File: src/rtl/mdu_pkg.sv
// mdu_pkg
//   Shared definitions for the HI/LO multiply/divide unit:
//     - MDU_WIDTH          default operand/result width
//     - MDU_MULT..MDU_DIVU 2-bit operation encodings seen on the op port
//     - ST_IDLE/RUN/FIN    FSM state encodings
package mdu_pkg;

  localparam int MDU_WIDTH = 32;

  localparam logic [1:0] MDU_MULT  = 2'b00;
  localparam logic [1:0] MDU_MULTU = 2'b01;
  localparam logic [1:0] MDU_DIV   = 2'b10;
  localparam logic [1:0] MDU_DIVU  = 2'b11;

  localparam logic [1:0] ST_IDLE = 2'd0;
  localparam logic [1:0] ST_RUN  = 2'd1;
  localparam logic [1:0] ST_FIN  = 2'd2;

endpackage

File: src/rtl/mdu_step.sv
// mdu_step
//   Combinational single radix-2 iteration, operating on unsigned magnitudes.
//   Multiply (shift-add): {upper,lower} holds partial product / multiplier;
//     if lower[0] the multiplicand is added to upper, then the pair shifts right.
//   Divide (restoring): upper is the partial remainder, lower the dividend
//     being shifted out while quotient bits shift in at the bottom.
// Ports
//   is_div      in   1      select divide step (else multiply step)
//   upper       in   WIDTH  partial product high half / partial remainder
//   lower       in   WIDTH  multiplier+low product / dividend+quotient
//   operand     in   WIDTH  multiplicand or divisor magnitude
//   next_upper  out  WIDTH  upper after this iteration
//   next_lower  out  WIDTH  lower after this iteration
module mdu_step
  import mdu_pkg::*;
#(
  parameter int WIDTH = MDU_WIDTH
) (
  input  logic             is_div,
  input  logic [WIDTH-1:0] upper,
  input  logic [WIDTH-1:0] lower,
  input  logic [WIDTH-1:0] operand,
  output logic [WIDTH-1:0] next_upper,
  output logic [WIDTH-1:0] next_lower
);

  logic [WIDTH:0]   sum;
  logic [WIDTH:0]   shifted;
  logic [WIDTH-1:0] diff;
  logic             fits;

  // The remainder is always below the divisor, so the trial difference fits
  // in WIDTH bits whenever the subtraction succeeds; only the compare needs
  // the extra bit of the shifted remainder.
  always_comb begin
    sum        = {1'b0, upper} + (lower[0] ? {1'b0, operand} : {(WIDTH+1){1'b0}});
    shifted    = {upper, lower[WIDTH-1]};
    fits       = (shifted >= {1'b0, operand});
    diff       = shifted[WIDTH-1:0] - operand;
    next_upper = sum[WIDTH:1];
    next_lower = {sum[0], lower[WIDTH-1:1]};
    if (is_div) begin
      next_upper = fits ? diff : shifted[WIDTH-1:0];
      next_lower = {lower[WIDTH-2:0], fits};
    end
  end

endmodule

File: src/rtl/mult_div_unit.sv
// mult_div_unit
//   Iterative HI/LO multiply/divide unit (MULT/MULTU/DIV/DIVU/MTHI/MTLO).
//   Operands are converted to magnitudes at launch, WIDTH radix-2 steps run
//   in mdu_step, and the sign fix-up is applied when HI/LO are written.
//   Optional build macro MDU_DIV0_FLAG_EN adds the div0 output.
// Ports
//   clk    in   1      rising-edge clock
//   rst    in   1      asynchronous active-high reset
//   start  in   1      launch op (sampled only when idle)
//   op     in   2      00 MULT, 01 MULTU, 10 DIV, 11 DIVU
//   a      in   WIDTH  rs operand; also MTHI/MTLO data
//   b      in   WIDTH  rt operand
//   hi_we  in   1      MTHI when idle
//   lo_we  in   1      MTLO when idle
//   busy   out  1      op in flight
//   done   out  1      1-cycle pulse when HI/LO updated
//   hi     out  WIDTH  HI register
//   lo     out  WIDTH  LO register
//   div0   out  1      (MDU_DIV0_FLAG_EN only) finished op was divide by zero
module mult_div_unit
  import mdu_pkg::*;
#(
  parameter int WIDTH = MDU_WIDTH,
  parameter int CNT_W = 6
) (
  input  logic             clk,
  input  logic             rst,
  input  logic             start,
  input  logic [1:0]       op,
  input  logic [WIDTH-1:0] a,
  input  logic [WIDTH-1:0] b,
  input  logic             hi_we,
  input  logic             lo_we,
  output logic             busy,
  output logic             done,
  output logic [WIDTH-1:0] hi,
  output logic [WIDTH-1:0] lo
`ifdef MDU_DIV0_FLAG_EN
  ,
  output logic             div0
`endif
);

  logic [1:0]       state;
  logic [CNT_W-1:0] cnt;
  logic             is_div_r;
  logic             neg_q;
  logic             neg_r;
  logic             zero_div;
  logic [WIDTH-1:0] operand_r;
  logic [WIDTH-1:0] upper_r;
  logic [WIDTH-1:0] lower_r;

  logic             op_div;
  logic             op_signed;
  logic             sign_a;
  logic             sign_b;
  logic [WIDTH-1:0] abs_a;
  logic [WIDTH-1:0] abs_b;
  logic [WIDTH-1:0] step_upper;
  logic [WIDTH-1:0] step_lower;
  logic [2*WIDTH-1:0] prod_fix;
  logic [WIDTH-1:0] hi_next;
  logic [WIDTH-1:0] lo_next;

  assign busy = (state != ST_IDLE);

  // Launch-time decode: magnitudes of the operands and their signs.
  // The most negative value maps to itself, which is the correct unsigned
  // magnitude once read as WIDTH-bit unsigned.
  always_comb begin
    op_div    = (op == MDU_DIV) || (op == MDU_DIVU);
    op_signed = (op == MDU_MULT) || (op == MDU_DIV);
    sign_a    = op_signed & a[WIDTH-1];
    sign_b    = op_signed & b[WIDTH-1];
    abs_a     = sign_a ? (~a + 1'b1) : a;
    abs_b     = sign_b ? (~b + 1'b1) : b;
  end

  mdu_step #(
    .WIDTH(WIDTH)
  ) u_step (
    .is_div    (is_div_r),
    .upper     (upper_r),
    .lower     (lower_r),
    .operand   (operand_r),
    .next_upper(step_upper),
    .next_lower(step_lower)
  );

  // Sign fix-up applied on the way into HI/LO. With a zero divisor the
  // restoring loop never fails a trial subtract, so the remainder ends up
  // holding |a| unchanged; restoring the dividend sign recovers a itself,
  // while the quotient is forced to all-ones regardless of sign.
  always_comb begin
    prod_fix = {upper_r, lower_r};
    if (neg_q) begin
      prod_fix = ~{upper_r, lower_r} + 1'b1;
    end
    hi_next = prod_fix[2*WIDTH-1:WIDTH];
    lo_next = prod_fix[WIDTH-1:0];
    if (is_div_r) begin
      hi_next = neg_r ? (~upper_r + 1'b1) : upper_r;
      lo_next = neg_q ? (~lower_r + 1'b1) : lower_r;
      if (zero_div) begin
        lo_next = {WIDTH{1'b1}};
      end
    end
  end

  // Control FSM plus all architectural and working registers. A start in
  // IDLE takes priority over MTHI/MTLO in the same cycle; HI/LO are only
  // written on the FIN cycle so intermediate values never show.
  always_ff @(posedge clk or posedge rst) begin
    if (rst) begin
      state     <= ST_IDLE;
      cnt       <= '0;
      is_div_r  <= 1'b0;
      neg_q     <= 1'b0;
      neg_r     <= 1'b0;
      zero_div  <= 1'b0;
      operand_r <= '0;
      upper_r   <= '0;
      lower_r   <= '0;
      hi        <= '0;
      lo        <= '0;
      done      <= 1'b0;
`ifdef MDU_DIV0_FLAG_EN
      div0      <= 1'b0;
`endif
    end else begin
      done <= 1'b0;
`ifdef MDU_DIV0_FLAG_EN
      div0 <= 1'b0;
`endif
      case (state)
        ST_IDLE: begin
          if (start) begin
            state     <= ST_RUN;
            cnt       <= '0;
            is_div_r  <= op_div;
            neg_q     <= sign_a ^ sign_b;
            neg_r     <= op_div & sign_a;
            zero_div  <= op_div & (b == '0);
            operand_r <= abs_b;
            upper_r   <= '0;
            lower_r   <= abs_a;
          end else begin
            if (hi_we) begin
              hi <= a;
            end
            if (lo_we) begin
              lo <= a;
            end
          end
        end
        ST_RUN: begin
          upper_r <= step_upper;
          lower_r <= step_lower;
          cnt     <= cnt + CNT_W'(1);
          if (cnt == CNT_W'(WIDTH-1)) begin
            state <= ST_FIN;
          end
        end
        ST_FIN: begin
          hi    <= hi_next;
          lo    <= lo_next;
          done  <= 1'b1;
          state <= ST_IDLE;
`ifdef MDU_DIV0_FLAG_EN
          div0  <= zero_div;
`endif
        end
        default: begin
          state <= ST_IDLE;
        end
      endcase
    end
  end

endmodule

File: config.mk
export PLATFORM = sky130hd
export DESIGN_NAME = mult_div_unit
export DESIGN_NICKNAME = d
export VERILOG_FILES = /design/src/rtl/mdu_pkg.sv /design/src/rtl/mdu_step.sv /design/src/rtl/mult_div_unit.sv
export SDC_FILE = /design/constraint.sdc
export NUM_CORES = 1
export LEC_CHECK = 0
export ABC_AREA = 1
export CAP_MARGIN = 10
export CORE_MARGIN = 8
export CORE_UTILIZATION = 50
export DETAILED_ROUTE_END_ITERATION = 16
export GPL_ROUTABILITY_DRIVEN = 0
export PLACE_DENSITY = 0.7
export SLEW_MARGIN = 25
export SYNTH_ARGS = -nofsm -noshare
export SYNTH_HDL_FRONTEND = slang
export SYNTH_SLANG_ARGS = --single-unit
File: constraint.sdc
create_clock -name clk -period 6.7 [get_ports clk]
set_input_delay 1.34 -clock clk [delete_from_list [all_inputs] [get_ports clk]]
set_output_delay 1.34 -clock clk [all_outputs]
set_load 0.01 [all_outputs]
==> impl_results.md <==
- Endpoint class of the critical path: flop
- Number of enable flip-flop cells after synthesis: 0
- Critical path class: flop to flop
- P_leak: 10.4 nW
- Crit path buffers/inverters: 0
- Final Hold Slack: 0.496 ns
- Design Power: 0.0119 W
- Syn avg cell area: 5.79 sq um
- GRT overflow: 0
- Drt initial violations: 2877
- Via count: 21034
- Fraction of synthesized area in multiplexers: 0
- Dpl cell area: 19500 sq um
- Hold Path End: lo[1]
- Fmax: 276 MHz
- Sequential fraction of the synthesis area: 0.243
- CP Cell Sequence: ha_1, nand2_1, nor2_1, nand2_1, nor2_1, nand2_1, nor2_1, nor2_2, nand2_4, nor2_4, nand2_1, nand3_1, nand2_1
- Syn. warnings: 0
- Critical path arrival: 3.97 ns
- Slew HR: 0.370
- First-pass GRT wire length: 111000 um
- Share of cells above drive strength 1: 0.0319
- CTS sink count: 173
- Unrepaired setup endpoints after global routing: false
- Number of max-cap violations: 0
- CP startpoint kind: flop
- Setup slack, reg-to-reg: 3.08 ns
- CP most frequent cell: nand2_1
- Final ANT Viol Nets: 0
- Mapped Cells: 3078
- Hold Path Cell Cnt: 2
- HP Class: flop to flop
- Post-synth top flop: dfrtp_1
- Status: completed
- Maximum clock path buffer count: 2
- Routed Wire Length: 72700 um
- Post-Synth Simple-Gate Area: 0.409
- Final Net Count: 3292
- Die Width: 205 um
- Final TNS setup: 0 ns
- Vias in the first global route: 19230
- Max VDD drop: 0.000317 V
- Reg2reg start: upper_r[6]
- Yosys reg bits: 173
- Clock skew: 0.0206 ns
- Synthesized area: 17800 sq um
- CP Max Fanout: 35
- Worst path max stage delay: 0.74 ns
- Worst-margin pin slew: 0.945 ns
- Total Routing Usage GR: 0.340
- CORE AREA: 35300 sq um
- Resized cells post-CTS: 0
- Period utilization: 0.540
- # setup viols final: 0
- Detail Placement HPWL: 57500 um
- CP max stage cell: dfrtp_1
- Fin. Hold Viols: 0
- Compound-Gate Fraction of Synth Area: 0.147
- IO Port Bufs: 136
- Net Count, Synth: 3220
- DR pass1 iterations: 10
- Top Ports: 137
- Most common cell after layout, fill and taps aside: nand2_1
- Largest net degree at the start of global routing: 85
- Total CTS buffers: 17
- Die area: 42000 sq um
- Routed length per instance: 20.1 um
- Power Density: 591 nW/um^2
- Vias per inst: 5.80
- Initial antenna violation count: 0
- Ant diodes: 0
- HP Start: lo[1]
- Die Ht: 205 um
- Remaining DRCs: 0
- Clock transition at path regs: 0.07 ns
- Most frequent cells in the layout: nand2_1 (1048), inv_1 (438), nor2_1 (281)
- Largest family of logic cells by synthesized area: simple AND/OR/NAND/NOR gates
- Synth Area in XOR/XNOR: 0.0309
- CTS hold repair buffers: 0
- Max-slew violations: 0
- Worst Reg-to-Reg Cells: 13
- FF-to-FF End: upper_r[22]
- WP data required: 7.05 ns
- Area grow syn2layout: 12.7%
- CTS tree: yes
- Clock root buffer master: clkbuf_16
- Row count: 69
- Worst-skew pair later-pin latency: 0.46 ns
- FFs w/ async S/R, synth: 1.00
- Starting Density: 0.505
- Number of setup buffers added after CTS: 0
- Crit path max-delay family: simple AND/OR/NAND/NOR gates
- Fin crit period: 3.62 ns
- Final Instance Area: 20100 sq um
- Adder-Cell Fraction of Synth Area: 0.0507
- Cell variety after synth: 50
- H-tree level count: 4
power by group:
group	internal, W	switching (W)
combinational	0.00285	0.00550
clock	0.000501	0.000528
sequential	0.00157	0.000913
cell families (layout without fill, tap and decap cells):
family,after synthesis,after routing
xor gates and xnor gates,63,63
buffers and inverters,554,639
AOI/OAI and AO/OA,474,474
DFF,173,173
and+or+nand+nor,1743,1743
adders and majority gates,71,71
synth_stat cells, types with 11 or more instances:
library cell / count / area share
a21oi_1: 150 / 0.042
buf_2: 15 / 0.0042
clkbuf_1: 71 / 0.015
dfrtp_1: 173 / 0.24
ha_1: 69 / 0.048
inv_1: 440 / 0.093
nand2_1: 1048 / 0.22
nand3_1: 258 / 0.072
nand3b_1: 26 / 0.011
nand4_1: 44 / 0.015
nor2_1: 284 / 0.060
nor2_2: 14 / 0.0049
nor3_1: 35 / 0.0098
o211ai_1: 36 / 0.015
o21ai_0: 214 / 0.060
o21ai_1: 11 / 0.0031
o21bai_1: 24 / 0.010
xnor2_1: 25 / 0.012
xor2_1: 38 / 0.019
metrics by stage:
step           utilization  setup WS, ns  cells
2_1_floorplan            -         0.672   3078
3_3_place_gp         0.552          2.64   3592
3_5_place_dp         0.552          2.63   3592
4_1_cts              0.569          3.12   3624
5_1_grt              0.569          2.95   3624
6_report             0.569          3.08   3624
sequential cells by signal (all words and copies together), names as in the netlist:
name       flops
cnt            6
done           1
hi            32
is_div_r       1
lo            32
lower_r       32
neg_q          1
neg_r          1
operand_r     32
state          2
upper_r       32
zero_div       1
tightest hold or removal path, delay by kind of cell, from the launching register on:
| kind | cells | cell delay (ns) |
|---|---|---|
| AO/OA/AOI/OAI | 1 | 0.06 |
| flip-flops | 1 | 0.34 |
| AND/OR/NAND/NOR | 1 | 0.06 |
worst max-delay path by stage:
stage,end,start,cells after the start
2_1_floorplan,cnt[0],rst,1
3_3_place_gp,lower_r[18],start,8
3_5_place_dp,lower_r[1],start,9
4_1_cts,lower_r[18],start,8
5_1_grt,upper_r[19],upper_r[23],15
6_report,upper_r[22],upper_r[6],13
final cells by class:
type | count | area [sq um]
fillers | 3585 | 15200
multi-input cells | 2351 | 11400
flip-flops and latches | 173 | 4330
inverters | 453 | 1710
repair buffers | 154 | 1500
well taps | 461 | 577
clock buffers | 17 | 425
clock inverters | 15 | 170
per-layer routing:
metal | wire [um] | up-vias | track usage
li1 | - | 9981 | -
met1 | 29100 | 9477 | 0.454
met2 | 29900 | 1327 | 0.497
met3 | 8670 | 249 | 0.0715
met4 | 5010 | 0 | 0.207
met5 | 0 | - | 0
No activity file was read; power rests on OpenSTA's default activity.
